**src/rtl/simple_stim_driver.sv**
```systemverilog
// Stimulus driver and response checker for the falling-edge `simple` toggle cell:
// drives LFSR vectors, models the cell cycle-accurately and counts output mismatches.
module simple_stim_driver #(
    parameter int unsigned CNT_W     = 16,
    parameter logic [15:0] LFSR_SEED = 16'hACE1
) (
    input  logic             tau2015_clk,
    input  logic             tau2015_rst_n,
    input  logic             start,
    input  logic [CNT_W-1:0] burst_len,
    input  logic             out_fb,
    output logic             inp1,
    output logic             inp2,
    output logic             busy,
    output logic             done,
    output logic             pass,
    output logic [CNT_W-1:0] err_cnt,
    output logic             first_err_vld,
    output logic [CNT_W-1:0] first_err_idx
);

    // An all-zero seed would lock the LFSR, so it is promoted to 1.
    localparam logic [15:0]      SEED      = (LFSR_SEED == 16'h0000) ? 16'h0001 : LFSR_SEED;
    localparam logic [15:0]      LFSR_MASK = 16'hB400;
    localparam logic [CNT_W-1:0] ONE       = {{(CNT_W-1){1'b0}}, 1'b1};

    typedef enum logic [1:0] {S_IDLE, S_PRIME, S_RUN, S_DONE} state_e;

    state_e           state_q, state_d;
    logic [15:0]      lfsr_q, lfsr_d, lfsr_adv;
    logic [CNT_W-1:0] len_q, len_d;
    logic [CNT_W-1:0] idx_q, idx_d;
    logic [CNT_W-1:0] err_cnt_q, err_cnt_d;
    logic [CNT_W-1:0] first_err_idx_q, first_err_idx_d;
    logic             first_err_vld_q, first_err_vld_d;
    logic             pass_q, pass_d;
    logic             exp_q, exp_d;
    logic             inp1_q, inp1_d;
    logic             inp2_q, inp2_d;
    logic             exp_next, last_vec;

    assign lfsr_adv = (lfsr_q >> 1) ^ (lfsr_q[0] ? LFSR_MASK : 16'h0000);
    assign exp_next = inp1_q & inp2_q & ~exp_q;
    assign last_vec = (idx_q == (len_q - ONE));

    always_comb begin
        // NOTE: every signal gets a default before the case so no path can infer a latch.
        state_d         = state_q;
        lfsr_d          = lfsr_q;
        len_d           = len_q;
        idx_d           = idx_q;
        err_cnt_d       = err_cnt_q;
        first_err_idx_d = first_err_idx_q;
        first_err_vld_d = first_err_vld_q;
        pass_d          = pass_q;
        exp_d           = exp_q;
        inp1_d          = 1'b0;
        inp2_d          = 1'b0;

        case (state_q)
            S_IDLE: begin
                if (start) begin
                    len_d           = burst_len;
                    lfsr_d          = SEED;
                    idx_d           = '0;
                    err_cnt_d       = '0;
                    first_err_idx_d = '0;
                    first_err_vld_d = 1'b0;
                    pass_d          = 1'b0;
                    state_d         = S_PRIME;
                end
            end
            S_PRIME: begin
                // Inputs held low this cycle flush the unreset cell flop to 0.
                exp_d = 1'b0;
                if (len_q != '0) begin
                    inp1_d  = lfsr_q[0];
                    inp2_d  = lfsr_q[1];
                    state_d = S_RUN;
                end else begin
                    pass_d  = (err_cnt_q == '0);
                    state_d = S_DONE;
                end
            end
            S_RUN: begin
                exp_d  = exp_next;
                lfsr_d = lfsr_adv;
                idx_d  = idx_q + ONE;
                if (out_fb != exp_next) begin
                    err_cnt_d = err_cnt_q + ONE;
                    if (!first_err_vld_q) begin
                        first_err_vld_d = 1'b1;
                        first_err_idx_d = idx_q;
                    end
                end
                if (last_vec) begin
                    pass_d  = (err_cnt_d == '0);
                    state_d = S_DONE;
                end else begin
                    inp1_d = lfsr_adv[0];
                    inp2_d = lfsr_adv[1];
                end
            end
            S_DONE:  state_d = S_IDLE;
            default: state_d = S_IDLE;
        endcase
    end

    always_ff @(posedge tau2015_clk or negedge tau2015_rst_n) begin
        if (!tau2015_rst_n) begin
            state_q         <= S_IDLE;
            lfsr_q          <= SEED;
            len_q           <= '0;
            idx_q           <= '0;
            err_cnt_q       <= '0;
            first_err_idx_q <= '0;
            first_err_vld_q <= 1'b0;
            pass_q          <= 1'b0;
            exp_q           <= 1'b0;
            inp1_q          <= 1'b0;
            inp2_q          <= 1'b0;
        end else begin
            state_q         <= state_d;
            lfsr_q          <= lfsr_d;
            len_q           <= len_d;
            idx_q           <= idx_d;
            err_cnt_q       <= err_cnt_d;
            first_err_idx_q <= first_err_idx_d;
            first_err_vld_q <= first_err_vld_d;
            pass_q          <= pass_d;
            exp_q           <= exp_d;
            inp1_q          <= inp1_d;
            inp2_q          <= inp2_d;
        end
    end

    assign inp1          = inp1_q;
    assign inp2          = inp2_q;
    assign busy          = (state_q == S_PRIME) || (state_q == S_RUN);
    assign done          = (state_q == S_DONE);
    assign pass          = pass_q;
    assign err_cnt       = err_cnt_q;
    assign first_err_vld = first_err_vld_q;
    assign first_err_idx = first_err_idx_q;

endmodule

```
**config.mk**
```make
export PLATFORM = sky130hd
export DESIGN_NAME = simple_stim_driver
export DESIGN_NICKNAME = d
export VERILOG_FILES = /design/src/rtl/simple_stim_driver.sv
export SDC_FILE = /design/constraint.sdc
export NUM_CORES = 1
export LEC_CHECK = 0
export ABC_CLOCK_PERIOD_IN_PS = 2910
export CAP_MARGIN = 10
export CORE_UTILIZATION = 30
export CTS_BUF_LIST = sky130_fd_sc_hd__clkbuf_8
export CTS_CLUSTER_SIZE = 16
export DETAILED_ROUTE_END_ITERATION = 12
export PLACE_DENSITY = 0.59
export SLEW_MARGIN = 20
export SYNTH_ARGS = -nofsm -noshare
export SYNTH_HDL_FRONTEND = slang
export SYNTH_SLANG_ARGS = --single-unit
```
**constraint.sdc**
```tcl
create_clock -name tau2015_clk -period 2.91 [get_ports tau2015_clk]
set_input_delay 0.4365 -clock tau2015_clk [delete_from_list [all_inputs] [get_ports tau2015_clk]]
set_output_delay 0.4365 -clock tau2015_clk [all_outputs]
set_load 0.02 [all_outputs]
```
; ---- After elaboration in Yosys (flattened, before gate mapping)
; Index checks and enable logic that the tools add are counted.
[word_totals]
word_cells = 70
ff_bits = 87
[op_classes]
bitwise_logic = 4
muxes = 28
eq_ne = 10
n_reduce_logical = 14
addsub = 3
[op_table]
columns = op, n
row1 = $pmux 16 s2, 4
row2 = $mux 16, 7
row3 = $add 16x1->16 const B, 2
row4 = $logic_not 16->1, 2
row5 = $eq 16x16->1, 1
row6 = $reduce_bool 16->1, 1
row7 = $sub 16x1->16 const B, 1
row8 = $xor 15x16->16, 1
row9 = $ne 2x2->1 const B, 5
row10 = $mux 1, 9
row11 = $pmux 1 s2, 4
row12 = $pmux 2 s4, 1
row13 = $reduce_and 4->1, 2
row14 = $reduce_and 2->1, 3
row15 = $eq 2x2->1 const B, 2
row16 = $mux 2, 2
row17 = $reduce_bool 2->1, 2
row18 = $pmux 1 s3, 1
row19 = $reduce_and 3->1, 1
row20 = $reduce_bool 3->1, 1
row21 = $and 1x1->1, 2
row22 = $eq 2x1->1 const B, 1
row23 = $logic_not 2->1, 1
row24 = $logic_or 1x1->1, 1
row25 = 2 further kinds, 2

; ---- Longest topological paths before layout
; Gate-level depths: netlist of run 1.
[depth]
depth_word = 8
ltp_mapped = 10

; ---- Least setup slack after synthesis of run 1
; No wires, ideal clock.
[synth_timing]
path_kind = register to register
from = register len_q[0]
to = register pass_q, in the netlist pass
setup_time_ns = 0.125
setup_slack_ns = -0.041
required_time_ns = 2.785
path_buffers = 1
stages_incl_launch_ff = 10
t_arrival_ns = 2.826
cell_sequence = dfrtp_1 > inv_1 > ha_1 > clkbuf_1 > a31oi_1 > or4_1 > or4_4 > o41ai_4 > nand4b_2 > mux2_4
[synth_between]
elab_chain_cells = 4
elab_cells_between_ends = 6
classes_between = 1 x add/sub / 3 x eq/ne / 2 x reduce/logical
[synth_rtl]
columns = item, line_no
row1 = from (decl), 31  ; logic [CNT_W-1:0] len_q, len_d;
row2 = from (signal assigned), 125  ; len_q <= len_d;
row3 = $sub 16x1->16, 44  ; assign last_vec = (idx_q == (len_q - ONE));
row4 = $eq 16x16->1, 44
row5 = $ne 2x2->1 (no line), --
row6 = $reduce_and 4->1 (no line) *, --
row7 = to (signal assigned), 130  ; pass_q <= pass_d;
row8 = to (decl), 36  ; logic pass_q, pass_d;
; Every way passes the cells marked *; elsewhere a longest branch is shown, timed or not.
; A chain may end at the register's enable or synchronous reset.

; ---- Final worst setup path of run 1
; Same ends and word-level chain as after synthesis.

==> flow_metrics.tcl, run 1 <==
set metrics [dict create \
    status "finished clean" \
    syn_nets 505 \
    cts_tree "yes" \
    drtIter0Drc 256 \
    finClkSkew_ps 13.5 \
    swShare_pct 40.7 \
    areaGrowthSynthToFinish_pct 24.7 \
    grt_pass1_wl_um 20200 \
    dr.pass1.iters 4 \
    worstSetupPathType "reg -> reg" \
    synth_cell_types 61 \
    htree_levels 3 \
    routedWlPerCell_um 16.2 \
    seq_area_um2 2190 \
    leakage_uw 0.00243 \
    cts_sinks 87 \
    vias_per_cell 5.18 \
    antenna_found_initial 0 \
    period_needed_ps 2870 \
    netlist_instances 476 \
    arrival_ps 3130 \
    yosys-top-cells-area "dfrtp_1, dfstp_2, xor2_1" \
    totalNegativeSetupSlack_ps 0 \
    vias 3950 \
    post-dp-hpwl_um 8880 \
    ys_warn_count 0 \
    yosysSeqAreaShare_pct 46.1 \
    synth.area.mux_share_pct 5.62 \
    ir_drop_mv 0.387 \
    die-area_um2 16300 \
    worst-endpoint-required_ps 3170 \
    io_pins 58 \
    r2r_start "len_q[0]" \
    async_flop_share_pct 100 \
    routed_wl_um 12400 \
    grt_usage_pct 15.9 \
    pwr-share-comb_pct 46.5 \
    finalHoldViolCount 0 \
    critPathMaxFanout 3 \
    r2r_slack_ps 40 \
    avgSynthCellArea_um2 9.96 \
    synth_top_area_cell "dfrtp_1" \
    p_seq_share_pct 38.0 \
    ys_ff_latch 87 \
    gp_congestion 0.849 \
    fin_crit_sh_pct 98.5 \
    fin_util_pct 38.6 \
    yosys-top-cells-count "dfrtp_1, nand2_1, nor2_1, o21ai_0, clkbuf_1" \
    clock_latency_ps 380 \
    drc 0 \
    power.total_uw 4900 \
    cap_violations 0 \
    synth_top_family_by_area "simple AND/OR/NAND/NOR gates" \
    core_area_um2 15300 \
    rr_endpoint "pass" \
    yosysMostFrequentCell "dfrtp_1" \
    rows 45 \
    clk_pin_slew_ps 90 \
    net-switching-power_uw 2000 \
    cts.path.max_buffers 2 \
    multiInputGateArea_um2 2430 \
    grt_pass1_vias 3922 \
    synth_simple_gate_area_share_pct 19.0 \
    p_int_uw 2900 \
    final_max_slew_viol_count 0 \
    yosysTopAreaCellShare_pct 41.7 \
    p_clk_share_pct 15.4 \
    worstMarginPinSlew_ps 1050 \
    nets 576 \
    ff2ff_path_depth 9 \
    num-fill-cells 1573 \
    fp.dieH_um 128 \
    mappedNetlistArea_um2 4740 \
    grt-ovfl-total 0 \
    fp.dieW_um 128 \
    grt_start_max_net_pins 38 \
    hold_class "in -> async" \
    slew-limit-headroom_pct 29.9 \
    diodes 0 \
    initial_core_util_pct 31.0 \
    end_kind "register" \
    ys.flop_type "dfrtp_1" \
    synth-xor-area-share_pct 7.21 \
    crit_path_start_kind "register" \
    drive_above_1_share_pct 16.1 \
    max_freq_ghz 0.349 \
    antenna_left 0 \
    setup-violations-final 0 \
    yosys.area_share.adder_pct 2.38 \
    rsz0062_at_grt "yes" \
    synth_compound_area_share_pct 16.2 \
    cellPowerDensity_nw_per_um2 829 \
    port_buffers 57 \
    ctsRootBufferMaster "clkbuf_8" \
    cts_buffers 9 \
    synth-edff-count 0 \
]
## sequential cells by signal (all words and copies together) (netlist names)
| name | count |
|---|---|
| first_err_vld | 1 |
| idx_q | 16 |
| inp1 | 1 |
| len_q | 16 |
| pass | 1 |
| first_err_idx | 16 |
| lfsr_q | 16 |
| exp_q | 1 |
| err_cnt | 16 |
| inp2 | 1 |
| state_q | 2 |
## what timing repair did
item,CTS,global route
pin swaps,5,4
endpoints found under the setup margin,2,3
cloned,0,0
hold buffers,0,0
buffers inserted,2,0
gates resized for setup,3,4
## cell type report
type / instances / area share (%)
inverters: 13 / 0.826
repair buffers: 90 / 13.8
flip-flops and latches: 87 / 37.0
clock buffers: 9 / 2.10
clock inverters: 7 / 0.678
well taps: 211 / 4.47
multi-input cells: 346 / 41.1
## power groups by stage
stage	clock network (uW)	registers [uW]	logic [uW]
after detailed placement	0	1870	2190
after CTS	782	1850	2250
after global routing	825	1910	2490
after global placement	0	1860	2130
after floorplan	0	1850	1410
final	755	1860	2280
## worst max-delay path by stage
stage | startpoint | end | slack, ps | depth (start not counted)
after detailed placement | len_q[0] | pass | -110 | 9
after global placement | len_q[0] | pass | 20 | 9
after floorplan | len_q[0] | pass | 40 | 9
after CTS | len_q[0] | pass | -50 | 9
after global routing | len_q[0] | pass | -30 | 9
final | len_q[0] | pass | 40 | 9
## critical path, stage by stage (launching register included)
cell and delay [ps]:
dfrtp_1 390, inv_2 60, ha_4 260, xor2_1 140, nand2_1 60, or4_4 470
or4_4 540, o41ai_4 360, nand4b_2 160, mux2_4 310
## cell families (layout without fill, tap and decap cells)
| logic type | count (synthesis) | count (layout) |
|---|---|---|
| simple gates | 164 | 164 |
| compound gates | 110 | 110 |
| flops | 87 | 87 |
| buf+inv | 43 | 119 |
| xor+xnor | 39 | 39 |
| mux | 24 | 24 |
| fa+ha+maj | 9 | 9 |
## placed cells by master (no fill, tap or decap), types with 5 or more instances in the layout
| cell | n |
|---|---|
| o22ai_1 | 7 |
| inv_1 | 12 |
| o21ai_0 | 29 |
| clkdlybuf4s50_1 | 56 |
| nor2_1 | 34 |
| xnor2_1 | 15 |
| clkinv_2 | 5 |
| xor2_1 | 24 |
| a31oi_1 | 9 |
| mux2i_1 | 6 |
| clkbuf_8 | 9 |
| ha_1 | 8 |
| dfrtp_1 | 79 |
| nand3_1 | 16 |
| nand2_1 | 41 |
| a22o_1 | 23 |
| a21oi_1 | 12 |
| o31ai_1 | 5 |
| nor3_1 | 6 |
| buf_4 | 34 |
| dfstp_2 | 8 |
| nand4_1 | 18 |
| mux2_2 | 16 |
## routing by layer
metal	GRT usage, %	up-vias	share of wire [%]
li1	-	1885	-
met5	0	-	0
met3	3.76	18	4.0
met4	5.33	0	1.7
met2	27.5	82	50
met1	19.4	1965	44
## metrics by stage
step | std cells | area (um2) | setup slack, ps | hold WS, ps
after floorplan | 476 | 4740 | 35.6 | 141
after global placement | 745 | 5690 | 19.3 | 424
after detailed placement | 745 | 5690 | -113 | 432
after CTS | 763 | 5890 | -53.1 | 17.5
after global routing | 763 | 5910 | -34.1 | 30.6
final | 763 | 5910 | 42.8 | 9.59
No activity file was read; power rests on OpenSTA's default activity.
==> inputs of run 2 (changes only) <==
CORE_UTILIZATION = 52   (was 30)
PLACE_DENSITY = 0.87   (was 0.59)
==> run 2 against run 1 <==
Compared with the run above: sequential power barely moved; power shrank 1.3%; die area shrank 42%; wire length decreased by 7.1%; global-route usage rose by 9.6 points; critical endpoint unchanged; cell count fell by 14%; register-to-register slack improved by 70 ps; sequential share of layout area is 1.0 points higher; clock-buffer cell count unchanged; critical path depth shrank 2; sequential cell count did not move; utilization is 27 points higher; largest cell class unchanged.
==> flow_metrics.tcl, run 2 (same netlist as run 1, synthesis figures left out) <==
set metrics [dict create \
    cts_tree "yes" \
    grt_pass1_vias 4085 \
    swShare_pct 40.3 \
    clk_pin_slew_ps 90 \
    cts_sinks 87 \
    vias_per_cell 6.14 \
    gp_congestion 0.903 \
    layout_commonest_cell "dfrtp_1" \
    slew-limit-headroom_pct 47.5 \
    max_freq_ghz 0.358 \
    stdcell_count 657 \
    hold_class "in -> async" \
    antenna_found_initial 0 \
    clock_latency_ps 360 \
    drive_above_1_share_pct 14.8 \
    cts.path.max_buffers 2 \
    routedWlPerCell_um 17.5 \
    initial_core_util_pct 54.1 \
    cap_violations 0 \
    diodes 0 \
    grt_start_max_net_pins 88 \
    cts_buffers 9 \
    rows 34 \
    arrival_ps 3040 \
    final_max_slew_viol_count 0 \
    grt_pass1_wl_um 19500 \
    power.total_uw 4830 \
    grt_use_met3_pct 4.53 \
    vias 4033 \
    critPathMaxFanout 8 \
    post-dp-hpwl_um 8250 \
    finalHoldViolCount 0 \
    areaGrowthSynthToFinish_pct 21.2 \
    net-switching-power_uw 1950 \
    io_pins 58 \
    fp.dieW_um 97.5 \
    final_cell_mix "dfrtp_1, clkdlybuf4s50_1, nand2_1, nor2_1, buf_4" \
    multiInputGateArea_um2 2420 \
    antenna_left 0 \
    pwr-share-comb_pct 46.2 \
    cp_slowest_stage_delay_ps 590 \
    worstMarginPinSlew_ps 788 \
    status "finished clean" \
    core_area_um2 8760 \
    met1_usage_pct 30.8 \
    num-fill-cells 694 \
    p_int_uw 2880 \
    worstSetupPathType "reg -> reg" \
    top_usage_layer "met2" \
    crit_top_cell "or4_4" \
    drc 0 \
    worst-endpoint-required_ps 3150 \
    use_met2_pct 45.3 \
    rsz0062_at_grt "no" \
    startpoint "len_q[2]" \
    drtIter0Drc 191 \
    leakage_uw 0.00241 \
    ctsRootBufferMaster "clkbuf_8" \
    placed_cells 638 \
    cellPowerDensity_nw_per_um2 840 \
    htree_levels 3 \
    totalNegativeSetupSlack_ps 0 \
    r2r_slack_ps 110 \
    p_clk_share_pct 14.9 \
    fin_crit_sh_pct 96.1 \
    finClkSkew_ps 8.07 \
    r2r_start "len_q[2]" \
    routed_wl_um 11500 \
    cts_hold_buf 0 \
    grt_usage_pct 25.5 \
    die-area_um2 9500 \
    port_buffers 57 \
    ir_drop_mv 0.568 \
    path_cells "or4_4, and4bb_1, xnor2_1, or4_4, o41ai_4, nand4b_2, mux2_4" \
    seq_area_um2 2190 \
    crit_path_start_kind "register" \
    grt-ovfl-total 0 \
    critPathSlowestCell "or4_4" \
    p_seq_share_pct 38.9 \
    end_kind "register" \
    period_needed_ps 2800 \
    setup-violations-final 0 \
    dr.pass1.iters 4 \
    fp.dieH_um 97.5 \
    nets 573 \
]
-- run 2: cell count changes in the layout (fill, tap and decap cells not counted), sizes merged --
cell	delta
inv	+4
clkinvlp	-1
buf	-3
clkinv	-3
-- run 2: layout make-up --
class / count / area share, %
Multi-Input combinational cell: 346 / 42.1
Sequential cell: 87 / 38.0
Timing Repair Buffer: 87 / 13.9
Tap cell: 108 / 2.35
Clock buffer: 9 / 2.15
Inverter: 13 / 0.849
Clock inverter: 7 / 0.631
-- run 2: final timing paths --
check / cells after the start / endpoint
max: 7 / pass
min: 1 / first_err_idx[14]
max reg2reg: 7 / pass
min reg2reg: 2 / lfsr_q[11]
max in group asynchronous: 1 / lfsr_q[12]
min in group tau2015_clk: 2 / lfsr_q[11]
-- run 2: routing by layer --
layer,vias up,wire length (um)
met3,28,544
met1,2003,4620
met5,-,0
met2,122,6050
li1,1880,-
met4,0,278
-- run 2: worst max-delay path, delay by kind of cell (launching register included) --
family / cells / cell delay [ps]
AO/OA/AOI/OAI: 1 / 320
XOR/XNOR: 1 / 80
multiplexers: 1 / 320
AND/OR/NAND/NOR: 4 / 1460
flip-flops: 1 / 500
-- run 2: power by group through the flow --
stage,sequential [uW],clock (uW),combinational [uW]
after floorplan,1850,0,1410
after detailed placement,1880,0,2140
final,1880,718,2230
after global routing,1920,783,2440
after global placement,1860,0,2070
after CTS,1860,736,2220
-- run 2: stage by stage --
stage          hold WS [ps]  worst slack [ps]  util [%]  instance area, um2
2_1_floorplan           141              35.6         -                4740
3_3_place_gp            478              68.5      63.1                5530
3_5_place_dp            492             -29.5      63.1                5530
4_1_cts                 313             0.148      65.4                5730
5_1_grt                 199              4.89      65.6                5750
6_report                111               115      65.6                5750
-- run 2: what timing repair did --
| action | CTS | global route |
|---|---|---|
| gates resized for setup | 3 | 2 |
| buffers inserted | 3 | 0 |
| gates cloned | 0 | 0 |
| endpoints found under the setup margin | 1 | 5 |
| pin swaps | 5 | 1 |
==> inputs of run 3 (changes only) <==
CTS_CLUSTER_SIZE = 10   (was 16)
SKIP_LAST_GASP = 1   (was unset)
==> results of run 3 <==
The final DEF is identical to that of run 2; final timing and power are the same.
==> edit 1, RTL diff (flow settings as in run 1) <==
Set the parameter `CNT_W` to 32 (it was 16).
--- a/src/rtl/simple_stim_driver.sv
+++ b/src/rtl/simple_stim_driver.sv
@@ -1,7 +1,7 @@
 // Stimulus driver and response checker for the falling-edge `simple` toggle cell:
 // drives LFSR vectors, models the cell cycle-accurately and counts output mismatches.
 module simple_stim_driver #(
-    parameter int unsigned CNT_W     = 16,
+    parameter int unsigned CNT_W     = 32,
     parameter logic [15:0] LFSR_SEED = 16'hACE1
 ) (
     input  logic             tau2015_clk,
Ports: changed (resized burst_len, err_cnt and first_err_idx); port bits go from 58 to 106. The function was not compared with the original's and may differ.
==> edit 1 against run 1 <==
  * The run now ends with negative setup slack left
  * Cell area grew 89%
  * Worst setup slack lost 0.25 ns
  * Synthesized area rose by 78%
  * Sequential cell count rose by 64
  * Count of clock-buffer cells in the layout increased by 8
  * Hold slack improved by 0.50 ns
  * Synthesized cell count grew 87%
  * Cell count grew 93%
  * Power fell by 14%
  * Core utilization rose by 1.8 points
  * Wire length rose by 100%
  * Global-route usage grew 1.7 points
  * Critical endpoint is now state_q[1]$_DFFE_PN0P_
  * Largest power group is now registers
  * Highest routed layer unchanged
==> edit 1: results (changes against run 1) <==
CP arrival: 3.47 ns (+0.34 ns)
status: complete, but fails checks
number of library cell types mapped by synthesis: 66 (+8.2%)
WHS: 0.507 ns (+0.498 ns)
GR Layer Usage met2: 28.2% (+0.68 points)
final setup margin: -0.211 ns (-0.253 ns)
min-delay worst type: reg2reg
worst clock skew: 0.0267 ns (+0.0132 ns)
Clk. pwr: 0.00155 W (+110%)
Int Pwr: 0.00297 W (+2.5%)
RR Startpoint: len_q[2]$_DFFE_PN0P_
sequential cell area share: 33.9% (-3.1 points)
post-synthesis sequential area ratio: 44.9% (-1.3 points)
Post-Syn Area per Cell: 9.51 um2 (-4.5%)
DRT Pass-1 Iters: 5 (+1)
first-pass GRT wire length: 39.8 mm (+97%)
gpl congestion: 0.895 (+5.3%)
Avg Vias per Cell: 5.14 (-0.68%)
post-DP HPWL: 17.7 mm (+99%)
failing checks: negative setup slack
Clock buffer cells: 17 (+8)
Cells after DPL: 1434 (+92%)
Post-synth top cells: dfrtp_1, nor2_1, nand2_1
top post-synthesis cells by area: dfrtp_1, mux2_2, xnor2_1, a22o_1, o21ai_0
final setup vio count: 5 (+5)
Clock Latency Late Sink: 0.46 ns (+0.08 ns)
Total Routing Usage GR: 17.6% (+1.7 points)
vias in the first global route: 7365 (+88%)
H-tree depth: 4 (+1)
Peak VDD IR: 363 uV (-6.2%)
nets: 1123 (+95%)
LEAKAGE: 4.90 nW (+100%)
Area Growth Syn to Fin: 32.4%
PD cells: 375 mW/mm2 (-55%)
final wirelength: 24.8 mm (+100%)
fill count: 2741 (+74%)
Met1 Routed Length: 11.8 mm (+120%)
number of DRC markers in iteration 0: 522 (+100%)
layout cells sized above 1: 21.3% (+5.1 points)
fraction of area in multi-input gates: 39.4% (-1.7 points)
synthesized net count: 933 (+85%)
#MultiIn Comb: 651 (+88%)
Cell Area, Placed: 0.0107 mm2 (+88%)
## edit 1: cell count changes after synthesis, moves of 15 or more
cell / change
a21oi_1: +22
a22o_1: +15
clkbuf_1: +24
dfrtp_1: +64
mux2_2: +17
nand2_1: +24
nand3_1: +22
nor2_1: +34
nor3_1: +22
nor4_1: +17
o21ai_0: +28
xnor2_1: +27
## edit 1: repair_timing
item / 4_1_cts / 5_1_grt
gates resized for setup: 6 / 11
pin swaps: 0 / 5
hold buffers: 1 / 0
endpoints found under the hold margin: 58 / 0
endpoints found under the setup margin: 5 / 8
setup buffers: 0 / 2
## edit 1: logic make-up (layout without fill, tap and decap cells)
kind of cell | after synthesis | after routing | share of synthesized area (%)
and+or+nand+nor | 326 | 326 | 20.4
AOI/OAI and AO/OA | 200 | 200 | 15.7
xor gates and xnor gates | 74 | 74 | 7.67
adders and majority gates | 9 | 9 | 1.33
buffers and inverters | 86 | 289 | 4.35
muxes | 42 | 42 | 5.61
DFF | 151 | 151 | 44.9
==> edit 2, RTL diff (settings of run 1) <==
Made on the original files. Make the reset (`tau2015_rst_n`) synchronous in one clocked block.
--- a/src/rtl/simple_stim_driver.sv
+++ b/src/rtl/simple_stim_driver.sv
@@ -106,7 +106,7 @@
         endcase
     end
 
-    always_ff @(posedge tau2015_clk or negedge tau2015_rst_n) begin
+    always_ff @(posedge tau2015_clk) begin
         if (!tau2015_rst_n) begin
             state_q         <= S_IDLE;
             lfsr_q          <= SEED;
Behaviour: differs if tau2015_rst_n is asserted again (counterexample within 4 cycles, from zero or initial values and one cycle with tau2015_rst_n low); with tau2015_rst_n held inactive, the same outputs for 10 cycles.
==> edit 2 against run 1 <==
  * Non-clock buffer count shrank 13
  * Sequential cell count is the same
  * Critical endpoint is now pass$_SDFFE_PN0P_
  * Count of clock-buffer cells in the layout grew 1
  * Wire length shrank 0.98%
  * Cell area shrank 7.5%
  * Worst setup slack gained 0.17 ns
  * Synthesized area shrank 4.9%
  * Highest routed layer unchanged
  * Die area shrank 4.9%
  * Power shrank 28%
  * Sequential share of layout area shrank 5.2 points
==> edit 2: results (changes against run 1) <==
gpl congestion: 0.928 (+9.2%)
DRT Pass-1 Iters: 5 (+1)
first-pass GRT wire length: 20.7 mm (+2.5%)
status: complete, no violations
GRT met1 Usage: 20.2% (+0.82 points)
M3 GR Usage: 3.82% (+0.067 points)
CP arrival: 3.01 ns (-0.12 ns)
layout cells sized above 1: 8.62% (-7.5 points)
largest net degree at the start of global routing: 45 (+18%)
routed len/inst: 15.3 um (-5.4%)
Least-Margin Pin Slew: 0.617 ns (-0.431 ns)
Synth async-reset ratio: 0% (-100 points)
post-synthesis sequential area ratio: 38.6% (-7.5 points)
Worst path max stage delay: 0.49 ns (-0.05 ns)
critical path peak fanout: 6 (+3)
LEAKAGE: 1.93 nW (-20%)
number of DRC markers in iteration 0: 233 (-9.0%)
min-delay worst type: reg2reg
worst clock skew: 0.0143 ns (+0.000797 ns)
post-CTS sizing: 0 (-3)
number of library cell types mapped by synthesis: 64 (+4.9%)
vias in the first global route: 4034 (+2.9%)
Synth Area in XOR/XNOR: 8.16% (+0.96 points)
Peak VDD IR: 267 uV (-31%)
Post-synth top cells: dfxtp_1, nand2_1, nor2_1
via count of the routed design: 4209 (+6.6%)
Total Routing Usage GR: 16.4% (+0.48 points)
[edit 2: where the power goes]
part | total (W) | switching, W | internal (W)
Combinational | 0.00127 | 0.000762 | 0.000505
Clock | 0.000793 | 0.000457 | 0.000336
Sequential | 0.00145 | 0.000140 | 0.00131
[edit 2: worst reg2reg max path, stage by stage (launching register included)]
cell and delay (ns):
dfxtp_1 0.36, inv_1 0.10, ha_1 0.23, or3b_2 0.49, o31ai_2 0.18, nand4b_1 0.13, nor4_2 0.29, nand4_2 0.23
a2111oi_2 0.41, o221a_1 0.21
[edit 2: worst paths after layout]
kind                                  end  slack [ns]  cells past startpoint                     from
hold reg to reg   lfsr_q[12]$_SDFFE_PN0P_        0.48                      2  lfsr_q[12]$_SDFFE_PN0P_
hold / removal    lfsr_q[12]$_SDFFE_PN0P_        0.48                      2  lfsr_q[12]$_SDFFE_PN0P_
setup reg to reg        pass$_SDFFE_PN0P_        0.22                      9    len_q[0]$_SDFFE_PN0P_
setup / recovery        pass$_SDFFE_PN0P_        0.22                      9    len_q[0]$_SDFFE_PN0P_
[edit 2: per-stage QoR]
stage                     total power (W)  utilization, %  worst slack [ns]  cells  cell area, um2
after floorplan                   0.00237               -             0.405    560            4510
after global placement            0.00272            36.2             0.214    783            5290
after detailed placement          0.00273            36.2             0.162    783            5290
after CTS                         0.00353            37.5             0.213    799            5470
after global routing              0.00375            37.5           0.00283    799            5470
final                             0.00351            37.5             0.217    799            5470
[edit 2: area by class of cell]
| type | count | area [um2] |
|---|---|---|
| Inverter | 9 | 33.8 |
| Tap cell | 184 | 230 |
| Fill cell | 1499 | 9120 |
| Timing Repair Buffer | 77 | 721 |
| Clock inverter | 6 | 45.0 |
| Sequential cell | 87 | 1740 |
| Multi-Input combinational cell | 426 | 2560 |
| Clock buffer | 10 | 138 |
[edit 2: layer usage]
layer,up-vias,wire length [um],share of wire (%)
li1,2088,-,-
met1,2005,5580,46
met2,100,5950,49
met3,16,512,4.2
met4,0,204,1.7
met5,-,0,0
[edit 2: kinds of logic (layout without fill, tap and decap cells)]
logic type      after synthesis  after routing
compound gates              126            126
simple gates                246            246
xor+xnor                     42             42
fa+ha+maj                     9              9
mux                           3              3
flops                        87             87
buf+inv                      47            102
